## config.mk

```make
export PLATFORM = sky130hd
export DESIGN_NAME = mmio_bus_fabric_flat
export DESIGN_NICKNAME = d
export VERILOG_FILES = /design/src/rtl/mmio_bus_fabric_if.sv /design/src/rtl/mmio_bus_fabric.sv /design/src/flat_wrapper.sv
export SDC_FILE = /design/constraint.sdc
export NUM_CORES = 1
export LEC_CHECK = 0
export BUFFER_PORTS_ARGS = -buffer_cell sky130_fd_sc_hd__buf_2
export CORE_ASPECT_RATIO = 0.75
export CORE_UTILIZATION = 47
export CTS_CLUSTER_DIAMETER = 60
export CTS_CLUSTER_SIZE = 20
export DETAILED_ROUTE_END_ITERATION = 16
export PLACE_DENSITY = 0.9
export SYNTH_ARGS = -nofsm -noshare
export SYNTH_HDL_FRONTEND = slang
export SYNTH_SLANG_ARGS = --single-unit
export TNS_END_PERCENT = 100
```

## constraint.sdc

```tcl
create_clock -name clk -period 5 [get_ports clk]
set_clock_uncertainty 0.05 [all_clocks]
set_input_delay 0.5 -clock clk [delete_from_list [all_inputs] [get_ports clk]]
set_output_delay 0.5 -clock clk [all_outputs]
set_load 0.05 [all_outputs]
```

## src/rtl/mmio_bus_fabric_if.sv

```systemverilog
// CPU data port and peripheral bus bundled into one interface.
// The fabric takes the slave view; the CPU/peripheral environment takes the master view.
interface mmio_bus_fabric_if #(
  parameter int unsigned N          = 32,
  parameter int unsigned NUM_SLAVES = 3
) ();
  logic                    m_req;
  logic                    m_we;
  logic [N-1:0]            m_addr;
  logic [N-1:0]            m_wdata;
  logic                    m_ready;
  logic [N-1:0]            m_rdata;
  logic                    m_err;
  logic [NUM_SLAVES-1:0]   s_sel;
  logic                    s_we;
  logic [N-1:0]            s_addr;
  logic [N-1:0]            s_wdata;
  logic [NUM_SLAVES*N-1:0] s_rdata;
  logic [NUM_SLAVES-1:0]   s_ack;

  modport slave (
    input  m_req, m_we, m_addr, m_wdata, s_rdata, s_ack,
    output m_ready, m_rdata, m_err, s_sel, s_we, s_addr, s_wdata
  );

  modport master (
    output m_req, m_we, m_addr, m_wdata, s_rdata, s_ack,
    input  m_ready, m_rdata, m_err, s_sel, s_we, s_addr, s_wdata
  );
endinterface

```

## src/rtl/mmio_bus_fabric.sv

```systemverilog
// Registered MMIO interconnect: decodes CPU requests onto NUM_SLAVES address windows,
// waits for the slave ack (with optional timeout) and returns a single response strobe.
module mmio_bus_fabric #(
  parameter int unsigned             N          = 32,
  parameter int unsigned             NUM_SLAVES = 3,
  parameter logic [NUM_SLAVES*N-1:0] BASE       = {32'h4004, 32'h4000, 32'h0000},
  parameter logic [NUM_SLAVES*N-1:0] LIMIT      = {32'h40FF, 32'h4003, 32'h3FFF},
  parameter int unsigned             TIMEOUT    = 16,
  parameter int unsigned             ERRW       = 8
) (
  input  logic                   clk,
  input  logic                   rst,
  mmio_bus_fabric_if.slave       bus,
  output logic [ERRW-1:0]        err_count
);

  localparam int unsigned IW = (NUM_SLAVES > 1) ? $clog2(NUM_SLAVES) : 1;
  localparam int unsigned CW = (TIMEOUT > 1) ? $clog2(TIMEOUT) : 1;

  typedef enum logic [1:0] {StIdle, StAccess, StResp} state_e;

  state_e                state_q;
  logic                  m_ready_q;
  logic [N-1:0]          m_rdata_q;
  logic                  m_err_q;
  logic [NUM_SLAVES-1:0] s_sel_q;
  logic                  s_we_q;
  logic [N-1:0]          s_addr_q;
  logic [N-1:0]          s_wdata_q;
  logic [IW-1:0]         sel_idx_q;
  logic [CW-1:0]         cnt_q;
  logic [ERRW-1:0]       err_count_q;

  logic                  hit;
  logic [IW-1:0]         hit_idx;
  logic [N-1:0]          hit_off;

  // Scan from the top index down so the lowest matching window wins.
  always_comb begin
    hit     = 1'b0;
    hit_idx = '0;
    hit_off = '0;
    for (int i = int'(NUM_SLAVES) - 1; i >= 0; i--) begin
      if ((bus.m_addr >= BASE[i*N +: N]) && (bus.m_addr <= LIMIT[i*N +: N])) begin
        hit     = 1'b1;
        hit_idx = IW'(i);
        hit_off = bus.m_addr - BASE[i*N +: N];
      end
    end
  end

  always_ff @(posedge clk or posedge rst) begin
    if (rst) begin
      state_q     <= StIdle;
      m_ready_q   <= 1'b0;
      m_rdata_q   <= '0;
      m_err_q     <= 1'b0;
      s_sel_q     <= '0;
      s_we_q      <= 1'b0;
      s_addr_q    <= '0;
      s_wdata_q   <= '0;
      sel_idx_q   <= '0;
      cnt_q       <= '0;
      err_count_q <= '0;
    end else begin
      unique case (state_q)
        StIdle: begin
          if (bus.m_req) begin
            if (hit) begin
              state_q   <= StAccess;
              s_sel_q   <= NUM_SLAVES'(1) << hit_idx;
              s_we_q    <= bus.m_we;
              s_addr_q  <= hit_off;
              s_wdata_q <= bus.m_we ? bus.m_wdata : '0;
              sel_idx_q <= hit_idx;
              cnt_q     <= '0;
            end else begin
              state_q   <= StResp;
              m_ready_q <= 1'b1;
              m_err_q   <= 1'b1;
              m_rdata_q <= '0;
              if (err_count_q != '1) err_count_q <= err_count_q + 1'b1;
            end
          end
        end
        StAccess: begin
          if (bus.s_ack[sel_idx_q]) begin
            state_q   <= StResp;
            m_ready_q <= 1'b1;
            m_err_q   <= 1'b0;
            m_rdata_q <= s_we_q ? '0 : bus.s_rdata[sel_idx_q*N +: N];
            s_sel_q   <= '0;
            s_we_q    <= 1'b0;
            cnt_q     <= '0;
          end else if ((TIMEOUT != 0) && (cnt_q == CW'(TIMEOUT - 1))) begin
            state_q   <= StResp;
            m_ready_q <= 1'b1;
            m_err_q   <= 1'b1;
            m_rdata_q <= '0;
            s_sel_q   <= '0;
            s_we_q    <= 1'b0;
            cnt_q     <= '0;
            if (err_count_q != '1) err_count_q <= err_count_q + 1'b1;
          end else begin
            cnt_q <= cnt_q + 1'b1;
          end
        end
        StResp: begin
          state_q   <= StIdle;
          m_ready_q <= 1'b0;
          m_err_q   <= 1'b0;
          cnt_q     <= '0;
        end
        default: state_q <= StIdle;
      endcase
    end
  end

  assign bus.m_ready = m_ready_q;
  assign bus.m_rdata = m_rdata_q;
  assign bus.m_err   = m_err_q;
  assign bus.s_sel   = s_sel_q;
  assign bus.s_we    = s_we_q;
  assign bus.s_addr  = s_addr_q;
  assign bus.s_wdata = s_wdata_q;
  assign err_count   = err_count_q;

endmodule
```

## src/flat_wrapper.sv

```systemverilog
// flat-port wrapper written by rule: the top's interface ports become plain ports
module mmio_bus_fabric_flat 
#(
  parameter int unsigned             N          = 32,
  parameter int unsigned             NUM_SLAVES = 3,
  parameter logic [NUM_SLAVES*N-1:0] BASE       = {32'h4004, 32'h4000, 32'h0000},
  parameter logic [NUM_SLAVES*N-1:0] LIMIT      = {32'h40FF, 32'h4003, 32'h3FFF},
  parameter int unsigned             TIMEOUT    = 16,
  parameter int unsigned             ERRW       = 8
)
  (clk, rst, err_count, bus_m_req, bus_m_we, bus_m_addr, bus_m_wdata, bus_s_rdata, bus_s_ack, bus_m_ready, bus_m_rdata, bus_m_err, bus_s_sel, bus_s_we, bus_s_addr, bus_s_wdata);
  mmio_bus_fabric_if #(.N(N), .NUM_SLAVES(NUM_SLAVES)) bus_i ();
  input  logic clk;
  input  logic rst;
  output logic [ERRW-1:0] err_count;
  input wire logic [$bits(bus_i.m_req)-1:0] bus_m_req;
  input wire logic [$bits(bus_i.m_we)-1:0] bus_m_we;
  input wire logic [$bits(bus_i.m_addr)-1:0] bus_m_addr;
  input wire logic [$bits(bus_i.m_wdata)-1:0] bus_m_wdata;
  input wire logic [$bits(bus_i.s_rdata)-1:0] bus_s_rdata;
  input wire logic [$bits(bus_i.s_ack)-1:0] bus_s_ack;
  output wire logic [$bits(bus_i.m_ready)-1:0] bus_m_ready;
  output wire logic [$bits(bus_i.m_rdata)-1:0] bus_m_rdata;
  output wire logic [$bits(bus_i.m_err)-1:0] bus_m_err;
  output wire logic [$bits(bus_i.s_sel)-1:0] bus_s_sel;
  output wire logic [$bits(bus_i.s_we)-1:0] bus_s_we;
  output wire logic [$bits(bus_i.s_addr)-1:0] bus_s_addr;
  output wire logic [$bits(bus_i.s_wdata)-1:0] bus_s_wdata;
  assign bus_i.m_req = bus_m_req;
  assign bus_i.m_we = bus_m_we;
  assign bus_i.m_addr = bus_m_addr;
  assign bus_i.m_wdata = bus_m_wdata;
  assign bus_i.s_rdata = bus_s_rdata;
  assign bus_i.s_ack = bus_s_ack;
  assign bus_m_ready = bus_i.m_ready;
  assign bus_m_rdata = bus_i.m_rdata;
  assign bus_m_err = bus_i.m_err;
  assign bus_s_sel = bus_i.s_sel;
  assign bus_s_we = bus_i.s_we;
  assign bus_s_addr = bus_i.s_addr;
  assign bus_s_wdata = bus_i.s_wdata;
  mmio_bus_fabric #(.N(N), .NUM_SLAVES(NUM_SLAVES), .BASE(BASE), .LIMIT(LIMIT), .TIMEOUT(TIMEOUT), .ERRW(ERRW)) u_core (.clk(clk), .rst(rst), .bus(bus_i), .err_count(err_count));
endmodule
```

Yosys cells after proc, flatten, opt, wreduce, memory -nomap -nowiden
Cells that the tools add are included.
Word-level totals
  register bits: 118
  output and inout port bits: 110
  logic and storage cells: 98
Cells by class
  add/subtract/negate cells: 4
  $lt $le $gt $ge: 7
  eq/ne operators: 10
  shift-type cells: 2
  mux-type cells: 51
  reduce and logical (&&, ||, !) cells: 13
Operator list (number)
  $mux W32: 9
  $shiftx A96 B8 Y32: 1
  $ge A32 B15 Y1 const B: 2
  $le A32 B15 Y1 const B: 2
  $pmux W32 S2: 1
  $sub A32 B15 Y32 const B: 2
  $mux W8: 5
  $ge A32 B1 Y1 const B: 1
  $le A32 B14 Y1 const B: 1
  $mux W4: 4
  $pmux W8 S2: 1
  $mux W2: 7
  $mux W1: 13
  $mux W3: 4
  $pmux W4 S3: 1
  $reduce_and A4 Y1: 3
  $add A8 B1 Y8 const B: 1
  $ne A8 B8 Y1 const B: 1
  $ne A2 B2 Y1 const B: 3
  $pmux W1 S3: 2
  $pmux W3 S2: 1
  $reduce_and A3 Y1: 2
  $reduce_and A5 Y1: 1
  $add A4 B1 Y4 const B: 1
  15 further kinds: 18

Logic depth before layout (Yosys ltp)
Gate-level depths: netlist of the first run.
  depth after elaboration: 9
  depth in mapped cells: 12

Worst setup path after synthesis of the first run
Ideal clock, no wire load.
  path type: input to register
  start: in bus_m_addr[15]
  end: reg u_core.s_addr_q[25] (netlist: u_core.bus.s_addr[25])
  setup time: 0.066 ns
  arrival: 2.653 ns
  data required time: 4.884 ns
  setup slack: 2.232 ns
  stages: 11
  path buffers: 2
  cell sequence: clkbuf_1 inv_1 ha_1 nor3b_1 nand2_1 a221o_1 a31oi_4 nand3_4 or4b_1 buf_2 nand2_1
On the way
  cells in the longest elaborated chain, start to end: 6
  elaborated cells on any way between the ends: 18
  classes of those cells: add/sub (2); order compare (6); mux (6); reduce/logical (4)
Ends and longest elaborated chain
  start: declaration: line flat_wrapper.sv:18  | input wire logic [$bits(bus_i.m_addr)-1:0] bus_m_addr;
  $ge A32 B15 Y1 or $le A32 B15 Y1 (tied branches): line mmio_bus_fabric.sv:44  | if ((bus.m_addr >= BASE[i*N +: N]) && (bus.m_addr <= LIMIT[i*N +: N])) begin
  $logic_and A1 B1 Y1: line mmio_bus_fabric.sv:44
  $mux W1 (3 in series): line mmio_bus_fabric.sv:44
  $reduce_and A3 Y1 (no source line)
  end signal: assignment: line mmio_bus_fabric.sv:73  | s_addr_q <= hit_off;
  end: declaration: line mmio_bus_fabric.sv:28  | logic [N-1:0] s_addr_q;
Several ways; a longest one is shown, not always the timed one.
A chain may end at the register's enable or synchronous reset.

Worst setup path in the final report of the first run
  start: in bus_m_addr[15]
  end: reg u_core.s_addr_q[29] (netlist: u_core.bus.s_addr[29])
Same word-level chain as after synthesis.

==> flow_summary.ini, run 1 <==
[routing]
drc = 0
wl_per_cell_um = 14.5
final_antenna_net_count = 0
wl_um = 15300
routed_via_density = 5.31
drt_iter0_drc = 250
first_pass_iters = 5
vias = 5583

[cts]
cts_buffer_depth = 2
cts_tree = built
cts.sinks = 118
cts_hold_repair.buffers = 0
cts_buffers = 17
htreeDepth = 4
clk_root_buffer_cell = clkbuf_16
clk_latency_ps = 390
cts_setup_buffers = 0
cts_resized = 0
path_clk_slew_ps = 50

[placement]
hpwlAfterDp_um = 11300
preCtsSetupSlack_ps = 1440
postPlaceCellArea_um2 = 7310
placed_cells = 1020
gp_congestion = 0.895
numPortBuffers = 276

[sta]
layout_setup_ws_ps = 1840
setup_violations = 0
slew-limit-headroom_pct = 17.5
hold_ws_ps = 223
fin_crit_sh_pct = 63.3
fmax_mhz = 316
tns_ps = 0
rsz0062_at_grt = false
finalHoldViolations = 0
finalCriticalPeriod_ps = 3160
final-max-slew-violation-count = 0
worst_pin_slew_ps = 1230

[worst_hold_path]
hp-class = input pin to async pin

[layout]
design_area_um2 = 7910
final_cell_count_no_fill = 1051
seqCellArea_um2 = 2950
final_util_pct = 66.9
diodes = 0
nNetsFinal = 1053
drive_gt1_share_pct = 36.4
syn2layout_area_growth_pct = 35.6
multi_input_area_um2 = 2690
fill_cells = 962

[global_route]
grtUsageTotal_pct = 23.7
grt_pass1_vias = 5010
grt-ovfl-total = 0
grt_max_degree = 74
antenna_found_initial = 0
grt_pass1_wl_um = 23900

[setup_path]
crit_top_cell = nand2_1
endpoint_kind = register
critical_path_required_ps = 5280
crit_buf_inv = 2
cp_top_family = simple AND/OR/NAND/NOR gates
crit_cells = 10
reg2regPathDepth = 6
startpoint_type = input pin
cp_slowest_cell = or4b_1
worstPathArrival_ps = 3440
max_stage_delay_ps = 830
worstPathMaxFanout = 62
path_class = input pin to register
cp_cell_sequence = buf_2 > inv_1 > ha_1 > nor3b_1 > nand2_1 > a221o_1 > a31oi_4 > nand3_4 > or4b_1 > nand2_1

[synthesis]
ys_ff_latch = 118
postSynthAreaPerCell_um2 = 9.47
yosysWarnings = 0
synth_top_area_cell = dfrtp_1
syn-num-nets = 792
ys_top_cells_by_count = dfrtp_1 (118), nand2_1 (113), o21ai_0 (54)
synthesis.area_um2 = 5830
synth_edf_count = 0
synth_flop_cell = dfrtp_1
async_flop_share_pct = 100
yosysMostFrequentCell = dfrtp_1
ys_seq_area_share_pct = 50.6
syn_inst = 616
synth_top_area_share_pct = 50.6
synth_cell_types = 50
synth_area_leaders = dfrtp_1 (51%), nand2_1 (7.3%), mux2i_1 (5.8%)

[floorplanning]
die_x_um = 131
pin_count = 277
start_util_pct = 49.3
fp.dieH_um = 98.5
num_rows = 34
die-area_um2 = 12900
core_um2 = 11800

[power_and_ir_drop]
p_total_mw = 2.57
leakage_nw = 4.12
power_per_cell_area_nw_per_um2 = 325
ir_drop_uv = 300

[run]
cap_violations = 0

[run_status]
outcome = finished, final reports clean
cell usage in the layout, fill, tap and decap left out, types with 4 or more instances in the layout:
| master | n |
|---|---|
| buf_2 | 276 |
| nand3_1 | 11 |
| a31oi_1 | 5 |
| and3_1 | 5 |
| and2_1 | 10 |
| mux2_2 | 4 |
| mux2i_1 | 34 |
| nor4_1 | 7 |
| o2bb2ai_1 | 33 |
| dfrtp_1 | 117 |
| buf_4 | 5 |
| nor3_1 | 8 |
| o21ai_0 | 54 |
| a21oi_1 | 43 |
| nand4_1 | 9 |
| nand2_1 | 113 |
| inv_1 | 10 |
| ha_1 | 9 |
| clkbuf_16 | 17 |
| clkinv_2 | 4 |
| nor2_1 | 48 |
| xnor2_1 | 16 |
state kept, by name (all words and copies together) (netlist names):
signal / cells
u_core.state_q: 2
u_core.bus.m_rdata: 32
u_core.bus.s_we: 1
u_core.bus.m_err: 1
u_core.bus.s_wdata: 32
u_core.sel_idx_q: 2
u_core.bus.s_sel: 3
u_core.bus.m_ready: 1
u_core.cnt_q: 4
u_core.err_count: 8
u_core.bus.s_addr: 32
layer usage:
layer	part of all wire, %	track usage, %	wire length [um]	up-vias
met4	0.77	6.54	118	0
met5	0	0	0	-
met3	6.1	5.70	926	14
met1	45	31.8	6940	2672
met2	48	38.4	7300	209
li1	-	-	-	2688
area by class of cell:
cell class                 instances  area share (%)
clock buffer                      22            6.00
clock inverter                     9            1.58
inverter                          11           0.554
multi-input combinational        448            34.0
sequential                       118            37.4
tap                              162            2.56
timing repair buffer             281            17.9
final timing paths:
check	from	end	slack (ps)
setup / recovery	bus_m_addr[15]	u_core.bus.s_addr[29]$_DFFE_PP0P_	1840
hold / removal	rst	u_core.err_count[5]$_DFFE_PP0P_	220
setup reg to reg	u_core.sel_idx_q[0]$_DFFE_PP0P_	u_core.bus.m_rdata[7]$_DFFE_PP0P_	2110
hold reg to reg	u_core.bus.s_wdata[31]$_DFFE_PP0P_	u_core.bus.s_wdata[31]$_DFFE_PP0P_	420
max in group asynchronous	rst	u_core.bus.s_wdata[17]$_DFFE_PP0P_	3530
min in group clk	bus_m_wdata[3]	u_core.bus.s_wdata[3]$_DFFE_PP0P_	300
cells by family after synthesis:
group / after synthesis / share of synthesized area [%]
simple gates: 228 / 17.8
fa+ha+maj: 9 / 1.93
mux: 38 / 6.61
xor+xnor: 19 / 2.85
compound gates: 154 / 16.9
flops: 118 / 50.6
buf+inv: 50 / 3.28
report_power, final:
| group | internal, mW | switching (mW) | leakage (nW) |
|---|---|---|---|
| clock network | 0.817 | 0.404 | 0.292 |
| registers | 0.984 | 0.0377 | 1.62 |
| logic | 0.116 | 0.215 | 2.21 |
| total | 1.92 | 0.656 | 4.12 |
No activity file was read; power rests on OpenSTA's default activity.
==> run 2, diff against run 1 <==
--- a/config.mk
+++ b/config.mk
@@ -7,11 +7,11 @@
 export LEC_CHECK = 0
 export BUFFER_PORTS_ARGS = -buffer_cell sky130_fd_sc_hd__buf_2
 export CORE_ASPECT_RATIO = 0.75
-export CORE_UTILIZATION = 47
+export CORE_UTILIZATION = 42
 export CTS_CLUSTER_DIAMETER = 60
 export CTS_CLUSTER_SIZE = 20
 export DETAILED_ROUTE_END_ITERATION = 16
-export PLACE_DENSITY = 0.9
+export PLACE_DENSITY = 0.85
 export SYNTH_ARGS = -nofsm -noshare
 export SYNTH_HDL_FRONTEND = slang
 export SYNTH_SLANG_ARGS = --single-unit
==> constraint.sdc (replaced) <==
create_clock -name clk -period 2.7 [get_ports clk]
set_clock_uncertainty 0.05 [all_clocks]
set_input_delay 0.27 -clock clk [delete_from_list [all_inputs] [get_ports clk]]
set_output_delay 0.27 -clock clk [all_outputs]
set_load 0.05 [all_outputs]
==> flow_summary.ini, run 2 (synthesis gave the netlist of run 1 again) <==
[floorplanning]
die-area_um2 = 14400
pin_count = 277
die_x_um = 138
core_um2 = 13200
num_rows = 36
start_util_pct = 44.0
fp.dieH_um = 104

[routing]
first_pass_iters = 5
drt_iter0_drc = 335
vias = 5501
final_antenna_net_count = 0
wl_per_cell_um = 14.4
drc = 0
routed_via_density = 5.15
wl_um = 15400

[cts]
cts_setup_buffers = 0
cts_buffers = 17
cts.sinks = 118
cts_resized = 0
clk_root_buffer_cell = clkbuf_16
path_clk_slew_ps = 50
cts_tree = built
htreeDepth = 4
clk_latency_ps = 400
cts_hold_repair.buffers = 1
cts_buffer_depth = 2

[sta]
slew-limit-headroom_pct = 60.1
final-max-slew-violation-count = 0
setup_violations = 0
fin_crit_sh_pct = 89.1
finalHoldViolations = 0
fmax_mhz = 416
worst_pin_slew_ps = 599
tns_ps = 0
rsz0062_at_grt = false
finalCriticalPeriod_ps = 2400

[setup_path]
cp_slowest_cell = a2111o_1
critical_path_required_ps = 2930
endpoint_kind = register
startpoint_type = register
path_class = register to register
worstPathMaxFanout = 8
worstPathArrival_ps = 2640
cp_cell_sequence = mux2i_1 > a2bb2oi_1 > nand2b_1 > a2111o_1 > a21oi_2 > mux2_2
max_stage_delay_ps = 430

[layout]
mostFrequentLayoutCell = buf_2
drive_gt1_share_pct = 37.0
layout_common_cells = buf_2 (276), dfrtp_1 (117), nand2_1 (113)
nNetsFinal = 1063
diodes = 0
syn2layout_area_growth_pct = 36.8
fill_cells = 1128
final_util_pct = 60.3

[global_route]
grt_pass1_wl_um = 25500
grtUsageTotal_pct = 21.9
grt_max_degree = 115
grt-ovfl-total = 0
grt_pass1_vias = 5186
antenna_found_initial = 0

[placement]
hpwlAfterDp_um = 11400
numPortBuffers = 276
gp_congestion = 0.942

[power_and_ir_drop]
ir_drop_uv = 584
leakage_nw = 4.16
power_per_cell_area_nw_per_um2 = 568

[run]
cap_violations = 0

[worst_hold_path]
hp-class = input pin to register

[run_status]
outcome = finished, final reports clean
## run 2: changes by cell type in the layout (fill, tap and decap cells not counted)
cell           change
buf_4              +5
buf_12             +4
bufinv_16          -2
clkbuf_8           -2
clkinv_2           +2
clkinv_4           +1
clkinvlp_4         +1
dlygate4sd3_1      +1
inv_4              -1
## run 2: layer usage
| layer | share of wire [%] | up-vias | GRT usage [%] |
|---|---|---|---|
| met5 | 0 | - | 0 |
| met4 | 0.92 | 0 | 5.49 |
| met3 | 6.1 | 13 | 5.57 |
| met2 | 46 | 206 | 35.1 |
| met1 | 47 | 2584 | 29.6 |
| li1 | - | 2698 | - |
## run 2: layout make-up
type / instances / area [um^2] / area share (%)
repair buffers: 291 / 1550 / 19.4
well taps: 171 / 214 / 2.68
clock inverters: 10 / 83.8 / 1.05
inverters: 11 / 45.0 / 0.564
flip-flops and latches: 118 / 2950 / 37.0
clock buffers: 20 / 447 / 5.60
multi-input cells: 448 / 2690 / 33.7
## run 2: final timing paths
| check | startpoint | to | slack, ps | depth (start not counted) |
|---|---|---|---|---|
| setup / recovery | u_core.sel_idx_q[0]$_DFFE_PP0P_ | u_core.err_count[1]$_DFFE_PP0P_ | 300 | 6 |
| hold / removal | bus_m_wdata[7] | u_core.bus.s_wdata[7]$_DFFE_PP0P_ | 60 | 3 |
| setup reg to reg | u_core.sel_idx_q[0]$_DFFE_PP0P_ | u_core.err_count[1]$_DFFE_PP0P_ | 300 | 6 |
| hold reg to reg | u_core.bus.s_wdata[4]$_DFFE_PP0P_ | u_core.bus.s_wdata[4]$_DFFE_PP0P_ | 420 | 2 |
| max in group asynchronous | rst | u_core.bus.s_wdata[3]$_DFFE_PP0P_ | 1690 | 4 |
| min in group asynchronous | rst | u_core.err_count[3]$_DFFE_PP0P_ | 300 | 3 |
## run 2: where the power goes
part | switching, mW | leakage, nW | internal (mW)
combinational | 0.404 | 2.28 | 0.227
clock | 0.739 | 0.261 | 1.27
sequential | 0.0706 | 1.62 | 1.82
total | 1.21 | 4.16 | 3.32
## run 2: per-stage QoR
stage               hold WS [ps]  power, mW  instance area [um^2]  instances  setup WS (ps)
floorplan                    365       2.28                  5840        616            162
global placement             144       2.54                  7440       1038            128
detailed placement           142       2.55                  7440       1038           57.2
CTS                         51.0       4.58                  7980       1069            309
global route                67.9       4.74                  7980       1069            129
finish                      64.6       4.53                  7980       1069            295
## run 2: worst max-delay path: cells and delay by family, from the launching register on
family           cells  cell delay, ps
AO/OA/AOI/OAI        3            1110
AND/OR/NAND/NOR      1             120
multiplexers         2             610
flip-flops           1             400
==> run 3, diff against run 2 <==
--- a/config.mk
+++ b/config.mk
@@ -6,12 +6,14 @@
 export NUM_CORES = 1
 export LEC_CHECK = 0
 export BUFFER_PORTS_ARGS = -buffer_cell sky130_fd_sc_hd__buf_2
+export CELL_PAD_IN_SITES_DETAIL_PLACEMENT = 1
+export CELL_PAD_IN_SITES_GLOBAL_PLACEMENT = 2
 export CORE_ASPECT_RATIO = 0.75
-export CORE_UTILIZATION = 42
+export CORE_UTILIZATION = 24
 export CTS_CLUSTER_DIAMETER = 60
 export CTS_CLUSTER_SIZE = 20
 export DETAILED_ROUTE_END_ITERATION = 16
-export PLACE_DENSITY = 0.85
+export PLACE_DENSITY = 0.86
 export SYNTH_ARGS = -nofsm -noshare
 export SYNTH_HDL_FRONTEND = slang
 export SYNTH_SLANG_ARGS = --single-unit
==> flow_summary.ini, run 3 (synthesis gave the netlist of run 1 again) <==
[run_status]
outcome = finished, violations left
violations = hold timing

[power_and_ir_drop]
ir_drop_uv = 406
leakage_nw = 4.17
power_per_cell_area_nw_per_um2 = 573

[cts]
path_clk_slew_ps = 60
cts_resized = 0
cts_buffer_depth = 2
htreeDepth = 4
cts_setup_buffers = 0
clk_latency_ps = 400
cts.sinks = 118
cts_tree = built
cts_hold_repair.buffers = 0
cts_buffers = 17
clk_root_buffer_cell = clkbuf_16

[layout]
nNetsFinal = 1065
design_area_um2 = 8170
final_cell_count_no_fill = 1208
syn2layout_area_growth_pct = 40.1
mostFrequentLayoutCell = buf_2
drive_gt1_share_pct = 37.3
layout_common_cells = buf_2 (276), dfrtp_1 (117), nand2_1 (113)

[setup_path]
reg2regPathDepth = 6
r2r-start = u_core.sel_idx_q[0]$_DFFE_PP0P_
worstPathMaxFanout = 8
worstPathArrival_ps = 2580
path_class = register to register
rr_endpoint = u_core.err_count[1]$_DFFE_PP0P_
crit_end = u_core.err_count[1]$_DFFE_PP0P_
endpoint_kind = register
critical_path_required_ps = 2940
crit_start = u_core.sel_idx_q[0]$_DFFE_PP0P_
startpoint_type = register
r2r_slack_ps = 350

[global_route]
grt_pass1_wl_um = 30100
grt_pass1_vias = 5706
grt-ovfl-total = 0
grt_max_degree = 119
antenna_found_initial = 1
grtUsageTotal_pct = 15.4

[routing]
wl_um = 19200
routed_via_density = 4.58
drt_iter0_drc = 184
drc = 0
vias = 5536
wl_per_cell_um = 15.9
final_antenna_net_count = 0
first_pass_iters = 4

[floorplanning]
core_um2 = 23900
pin_count = 277
num_rows = 49
die-area_um2 = 24900
fp.dieH_um = 137
die_x_um = 182
start_util_pct = 24.4

[placement]
hpwlAfterDp_um = 13900
postPlaceCellArea_um2 = 7620
numPortBuffers = 276
placed_cells = 1176
gp_congestion = 0.747

[sta]
worst_pin_slew_ps = 670
fmax_mhz = 426
slew-limit-headroom_pct = 55.3
fin_crit_sh_pct = 86.9
final-max-slew-violation-count = 0
finalCriticalPeriod_ps = 2350
tns_ps = 0
setup_violations = 0
hold_ws_ps = -4.55
finalHoldViolations = 2
rsz0062_at_grt = false

[worst_hold_path]
hp-class = input pin to async pin

[run]
cap_violations = 0
-- run 3: cell count changes in the layout (fill, tap and decap cells not counted) --
cell	change
clkbuf_8	+2
dlygate4sd3_1	-1
clkinv_2	-1
diode_2	+1
clkinv_4	-1
clkinvlp_4	+1
buf_12	-1
buf_4	+4
-- run 3: worst min path at each step --
stage / cells after the start / startpoint / endpoint
after floorplan: 2 / bus_m_wdata[0] / u_core.bus.s_wdata[0]$_DFFE_PP0P_
after global placement: 2 / u_core.bus.s_wdata[4]$_DFFE_PP0P_ / u_core.bus.s_wdata[4]$_DFFE_PP0P_
after detailed placement: 2 / u_core.bus.s_addr[5]$_DFFE_PP0P_ / u_core.bus.s_addr[5]$_DFFE_PP0P_
after CTS: 3 / rst / u_core.bus.s_wdata[22]$_DFFE_PP0P_
after global routing: 3 / bus_m_wdata[29] / u_core.bus.s_wdata[29]$_DFFE_PP0P_
final: 3 / rst / u_core.bus.s_wdata[22]$_DFFE_PP0P_
-- run 3: area by class of cell --
cell class / instances / area [um^2]
antenna: 1 / 2.50
clock buffer: 22 / 474
clock inverter: 9 / 77.6
fill: 2841 / 15700
inverter: 11 / 45.0
multi-input combinational: 448 / 2690
sequential: 118 / 2950
tap: 306 / 383
timing repair buffer: 293 / 1550
-- run 3: worst max-delay path, stage by stage (launching register included) --
cell,delay [ps]
dfrtp_2,400
mux2i_1,250
a2bb2oi_1,290
nand2b_1,90
a2111o_1,430
a21oi_2,350
mux2_2,380
-- run 3: per-stage QoR --
step | setup slack, ps | power (mW) | util (%)
2_1_floorplan | 162 | 2.28 | -
3_3_place_gp | 58.2 | 2.56 | 31.9
3_5_place_dp | -0.0986 | 2.57 | 31.9
4_1_cts | 366 | 4.78 | 34.2
5_1_grt | 184 | 4.90 | 34.2
6_report | 353 | 4.68 | 34.2
-- run 3: per-layer routing --
| layer | GRT usage, % | up-vias | wire length, um |
|---|---|---|---|
| met5 | 0 | - | 0 |
| met4 | 5.60 | 0 | 284 |
| met3 | 3.43 | 20 | 940 |
| met2 | 24.0 | 159 | 8590 |
| met1 | 21.1 | 2649 | 9350 |
| li1 | - | 2708 | - |
-- run 3: where the power goes --
part	total [mW]	leakage, nW	internal, mW	switching, mW
sequential	1.89	1.62	1.82	0.0671
clock	2.15	0.268	1.33	0.826
combinational	0.643	2.28	0.227	0.417
total	4.68	4.17	3.37	1.31
